## src/rtl/stopwatch_pkg.sv

```systemverilog
// stopwatch_pkg: state codes shared by the stopwatch controller and display mux
package stopwatch_pkg;
    localparam int STATE_W = 2;
    localparam logic [STATE_W-1:0] RUN    = 2'd0;
    localparam logic [STATE_W-1:0] PAUSED = 2'd1;
    localparam logic [STATE_W-1:0] ADJUST = 2'd2;
endpackage

```

## src/rtl/rise_detect.sv

```systemverilog
// rise_detect: one-cycle pulse on a low-to-high transition of a debounced level
module rise_detect (
    input  logic clk,
    input  logic rst,
    input  logic d,
    output logic pulse
);
    logic prev;
    logic armed;
    // armed stays low until d is seen low, so a level held through reset is ignored
    assign pulse = d & ~prev & armed;
    always_ff @(posedge clk) begin
        prev  <= rst ? 1'b0 : d;
        armed <= rst ? 1'b0 : (armed | ~d);
    end
endmodule

```

## src/rtl/stopwatch_ctrl.sv

```systemverilog
// stopwatch_ctrl: run/pause/adjust control of external seconds/minutes counters
module stopwatch_ctrl
    import stopwatch_pkg::*;
(
    input  logic               clk,
    input  logic               rst,
    input  logic               tick_1hz,
    input  logic               tick_2hz,
    input  logic               pause_btn,
    input  logic               clear_btn,
    input  logic               adj,
    input  logic               sel,
    input  logic               sec_carry,
    output logic               sec_en,
    output logic               min_en,
    output logic               cnt_rst,
    output logic               blink,
    output logic [STATE_W-1:0] state
);
    logic pause_p;
    logic clear_p;
    logic resume;
    logic blink_q;
    logic mode_nxt;
    logic adj_resume;
    logic [STATE_W-1:0] state_nxt;
    logic resume_nxt;

    rise_detect u_pause (.clk(clk), .rst(rst), .d(pause_btn), .pulse(pause_p));
    rise_detect u_clear (.clk(clk), .rst(rst), .d(clear_btn), .pulse(clear_p));

    // mode bit: 1 = paused; pause toggles before adj captures it
    always_comb begin
        mode_nxt   = (state == PAUSED) ^ pause_p;
        adj_resume = resume ^ pause_p;
        state_nxt  = RUN;
        resume_nxt = resume;
        if (state == RUN || state == PAUSED) begin
            state_nxt  = adj ? ADJUST : (mode_nxt ? PAUSED : RUN);
            resume_nxt = adj ? mode_nxt : resume;
        end else if (state == ADJUST) begin
            state_nxt  = adj ? ADJUST : (adj_resume ? PAUSED : RUN);
            resume_nxt = adj_resume;
        end
    end

    always_ff @(posedge clk) begin
        state   <= rst ? RUN : state_nxt;
        resume  <= rst ? 1'b0 : resume_nxt;
        cnt_rst <= rst | clear_p;
        blink_q <= (rst || state != ADJUST) ? 1'b0 : blink_q ^ tick_2hz;
    end

    always_comb begin
        sec_en = 1'b0;
        min_en = 1'b0;
        if (!rst && !cnt_rst) begin
            sec_en = (state == RUN) ? tick_1hz : (state == ADJUST) ? tick_2hz & sel : 1'b0;
            min_en = (state == RUN) ? tick_1hz & sec_carry : (state == ADJUST) ? tick_2hz & ~sel : 1'b0;
        end
    end

    assign blink = blink_q & (state == ADJUST);
endmodule

```

## config.mk

```make
export PLATFORM = sky130hd
export DESIGN_NAME = stopwatch_ctrl
export DESIGN_NICKNAME = d
export VERILOG_FILES = /design/src/rtl/stopwatch_pkg.sv /design/src/rtl/rise_detect.sv /design/src/rtl/stopwatch_ctrl.sv
export SDC_FILE = /design/constraint.sdc
export NUM_CORES = 1
export LEC_CHECK = 0
export BUFFER_PORTS_ARGS = -buffer_cell sky130_fd_sc_hd__buf_2
export CAP_MARGIN = 40
export CORE_AREA = 2 2 39 41
export DETAILED_ROUTE_END_ITERATION = 10
export DIE_AREA = 0 0 41 43
export PLACE_DENSITY_LB_ADDON = 0.3
export SLEW_MARGIN = 20
export SYNTH_ARGS = -nofsm -noshare
export SYNTH_HDL_FRONTEND = slang
export SYNTH_SLANG_ARGS = --single-unit
```

## constraint.sdc

```tcl
create_clock -name clk -period 1.9 [get_ports clk]
set_input_delay 0.285 -clock clk [delete_from_list [all_inputs] [get_ports clk]]
set_output_delay 0.285 -clock clk [all_outputs]
set_load 0.01 [all_outputs]
```

; ---- After elaboration in Yosys (flattened, before gate mapping)
; Index checks and enable logic that the tools add are counted.
[totals]
ff_bits = 9
latchBits = 0
ramBits = 0
mem_bits_ro = 0
inputBits = 9
mem_count = 0
[classes]
addsub = 0
multipliers = 0
n_div = 0
magnitude_cmp = 0
eq_ne = 4
n_shift = 0
mux = 15
bitwise_logic = 19
reduce_logical = 8
[ops]
columns = cell, count
row1 = 2-to-1 mux 1 bit, 11
row2 = AND 1 bit, 8
row3 = 2-to-1 mux 2 bit, 4
row4 = inverter 1 bit, 5
row5 = != test 2 bit (second input constant), 2
row6 = OR 1 bit, 3
row7 = bitwise XOR 1 bit, 3
row8 = == test 2 x 1 -> 1 bit (second input constant), 1
row9 = == test 2 bit (second input constant), 1
row10 = logical NOT 1 bit, 2
row11 = logical NOT 2 bit, 1
row12 = logical OR 1 bit, 2
row13 = AND reduction 2 bit, 1
row14 = nonzero test 2 bit, 1
row15 = logical AND 1 bit, 1

; ---- Longest topological paths before layout
[logic_depth]
word_depth = 8
mapped_depth = 4
mapped_depth_nobuf = 4

; ---- By module
; From an unflattened synthesis, not the netlist that was laid out.
[unflattened]
hier_cells = 51
hier_area_um2 = 432.9
[by_module_without_submodules]
columns = mod, n_inst, cells_each, area_per_inst_um2
row1 = stopwatch_ctrl, 1, 37, 307.8
row2 = rise_detect, 2, 7, 62.6

; ---- Worst setup path after synthesis
; Ideal clock, no wire load.
[synth_timing]
path_type = flip-flop to output port
startpoint = register state[1]
endpoint = output min_en
arrival_time_ps = 1121
setup_slack_ps = 494
stages_incl_launch_ff = 5
path_cell_list = dfxtp_1 > buf_4 > nand2_1 > o22a_1 > nor4_1
[synth_between]
elab_chain_cells = 4
elab_cells_between_ends = 5
cone_classes = 1 x eq/ne / 3 x mux / 1 x reduce/logical
[synth_lines]
columns = element, line_no
row1 = "start, declared", stopwatch_ctrl.sv:18  ; output logic [STATE_W-1:0] state
row2 = "start signal, assigned", stopwatch_ctrl.sv:48  ; state <= rst ? RUN : state_nxt;
row3 = == test 2 bit, stopwatch_ctrl.sv:59  ; min_en = (state == RUN) ? tick_1hz & sec_carry : (state == ADJUST) ? tick_2hz & ~sel : 1'b0;
row4 = 2-to-1 mux 1 bit, stopwatch_ctrl.sv:59
row5 = 2-to-1 mux 1 bit *, stopwatch_ctrl.sv:59
row6 = 2-to-1 mux 1 bit *, stopwatch_ctrl.sv:57  ; if (!rst && !cnt_rst) begin
row7 = "end, declared", stopwatch_ctrl.sv:15  ; output logic min_en,
; Every way passes the cells marked *; elsewhere a longest branch is shown, timed or not.

; ---- Worst setup path in the final report
; Ends and elaborated chain as after synthesis.

==> summary.txt <==
Worst setup path
  – Max Fanout on Critical Path: 12
  – WS Path Type: register to output pin
  – Internal reg-to-reg setup slack: 0.76 ns
  – CP startpoint kind: register
  – Arrival @ worst endpoint: 1.40 ns
  – Worst EP required: 1.62 ns
  – Critical path endpoint category: output pin

Synth
  – Post-synth EDFFs: 0
  – Synth Area per Inst: 9.370 sq um
  – Async S/R FF share, synth: 0%
  – Post-synthesis sequential area ratio: 42.73%
  – Post-Syn Nets: 54
  – Main synth FF type: dfxtp_1
  – Synthesized area: 421.7 sq um
  – Synth Register Bits: 9
  – Unique masters post-synth: 24
  – Post-synthesis cell count: 45
  – Synth warnings: 0

Floorplan
  – Die Y: 43 um
  – Site row count: 14
  – Core Footprint: 1384 sq um
  – Die footprint: 1763 sq um
  – DIE WIDTH: 41 um
  – Starting density of the core: 30.47%
  – IO Count: 15

Global route
  – Initial antenna violation count: 0
  – Number of global-route vias before repair: 292
  – Largest net degree at the start of global routing: 13
  – First-pass GRT wire length: 1.290 mm
  – Total Routing Usage GR: 11.19%
  – Total gr overflow: 0

STA
  – RSZ-0062 raised after global routing: no
  – Post-route setup TNS: 0 ns
  – Crit share post-route: 88.72%
  – Setup violators final: 0
  – Clock period minus final worst setup slack: 1.686 ns
  – FMAX: 593.2 MHz
  – Clk_skew: 0.005233 ns
  – Worst-margin pin slew: 0.3879 ns
  – Hold Vio Cnt, Final: 0
  – Max-slew violation count: 0
  – Slew HR: 74.11%

Cells and area
  – Ratio of cells with drive above 1 in the final layout: 31.67%
  – Reg area: 180.2 sq um
  – Multi-input gate area: 211.5 sq um
  – Antenna Cells: 0
  – Syn-to-layout area delta: 23.15%
  – NumNets Final: 70
  – Filler cell count: 154
  – Post-layout util: 37.52%

Clock tree
  – CTS buffer count: 3
  – Sink Count: 9
  – Longest Clk Path Bufs: 2
  – TritonCTS clock tree: built
  – Post_cts resized: 0
  – Total number of H-tree levels: 1
  – CTS Root Buffer Type: clkbuf_4
  – Total setup buffers inserted after CTS: 0
  – # hold bufs at CTS: 0
  – Worst skew pair latency: 0.26 ns
  – Clock transition at path regs: 0.06 ns

Job
  – Max-cap viol count: 0

Run status
  – Status: completed

Placed design
  – Final RePlAce weighted congestion: 0.6657
  – PortBufs: 14

Routing
  – Vias per cell: 4.592
  – Final ANT Viol Nets: 0
  – Starting DRT DRC Count: 3
  – # DRC: 0
  – DRT Pass-1 Iters: 2
  – Wire length per cell: 10.37 um
  – Post-Route WL: 788 um
  – Vias: 349

Worst hold path
  – Min-Delay Path Class: input pin to register

Pwr
  – PD cells: 775.4 nW/um^2
  – Leakage: 0.2376 nW
  – VDD IR max: 0.5480 mV
## critical path, cell delays in order (launching register included)
cell,delay [ns]
dfxtp_1,0.52
nand2_1,0.09
o22a_1,0.20
nor4_1,0.16
buf_2,0.17
## flip-flops by register name, indices dropped and copies added, names as in the netlist
name           cells
state              2
blink_q            1
cnt_rst            1
resume             1
u_clear.armed      1
u_clear.prev       1
u_pause.armed      1
u_pause.prev       1
## area by class of cell
cell class,count,area share (%)
Timing Repair Buffer,14,13.49
Clock buffer,4,5.060
Sequential cell,9,34.70
Inverter,3,2.169
Multi-Input combinational cell,30,40.72
Tap cell,16,3.855
## stage by stage
stage	worst slack, ns	instances	cell area (sq um)	power (mW)	hold slack (ns)
6_report	0.2143	76	519.2	0.4026	0.2301
3_3_place_gp	0.5470	72	493.0	0.2610	0.3998
4_1_cts	0.1867	76	519.2	0.4126	0.2178
3_5_place_dp	0.4995	72	493.0	0.2615	0.4036
5_1_grt	0.1101	76	519.2	0.4298	0.2214
2_1_floorplan	0.4943	45	421.7	0.2433	0.3618
## logic make-up (layout without fill, tap and decap cells)
family,after synthesis,in the layout,share of synthesized area (%)
simple gates,17,17,26.41
compound gates,9,9,15.14
flops,9,9,42.73
buf+inv,6,21,7.120
xor+xnor,3,3,6.233
mux,1,1,2.374
## layout by cell type (no fill, tap or decap)
| cell | instances |
|---|---|
| nor2b_2 | 1 |
| a21oi_1 | 3 |
| o21a_1 | 1 |
| clkbuf_1 | 1 |
| o221a_1 | 1 |
| and3b_1 | 1 |
| nand3b_4 | 1 |
| inv_1 | 3 |
| o22a_1 | 1 |
| a211oi_1 | 1 |
| nor4_1 | 2 |
| dfxtp_1 | 9 |
| nor3_1 | 2 |
| a31oi_1 | 1 |
| nand3b_1 | 1 |
| clkbuf_4 | 3 |
| nand2_1 | 4 |
| xnor2_1 | 2 |
| o21bai_1 | 1 |
| buf_2 | 14 |
| mux2i_1 | 1 |
| xor2_1 | 1 |
| nor2b_1 | 2 |
| nor4b_1 | 1 |
| nor2_1 | 2 |
## synthesized netlist by cell type (all sizes together), types with 2 or more instances
master  number  area share (%)
dfxtp        9              43
buf          2             3.6
nand2        4             3.6
nand3b       2             6.5
nor2b        3             5.0
nor3         2             2.4
nor2         2             1.8
xnor2        2             4.2
inv          3             2.7
nor4         2             3.0
a21oi        3             3.6
## power by group
group	switching [mW]	internal, mW
registers	0.00994	0.199
logic	0.0234	0.0257
clock network	0.0639	0.0807
total	0.0973	0.305
## routing by layer
layer  routed length (um)  global-route usage, %  vias up
li1                     -                      -      185
met1                  366                  14.66      156
met2                  368                  14.06        8
met3                   52                  7.853        0
met4                    0                  4.000        0
met5                    0                      0        -
## path summary, 6_finish.rpt
path	startpoint	endpoint	depth (start not counted)
max	state[1]	min_en	4
min	clear_btn	u_clear.armed	2
max reg2reg	state[1]	state[0]	4
min reg2reg	u_clear.prev	cnt_rst	1
Power figures use the tool's default switching activity.
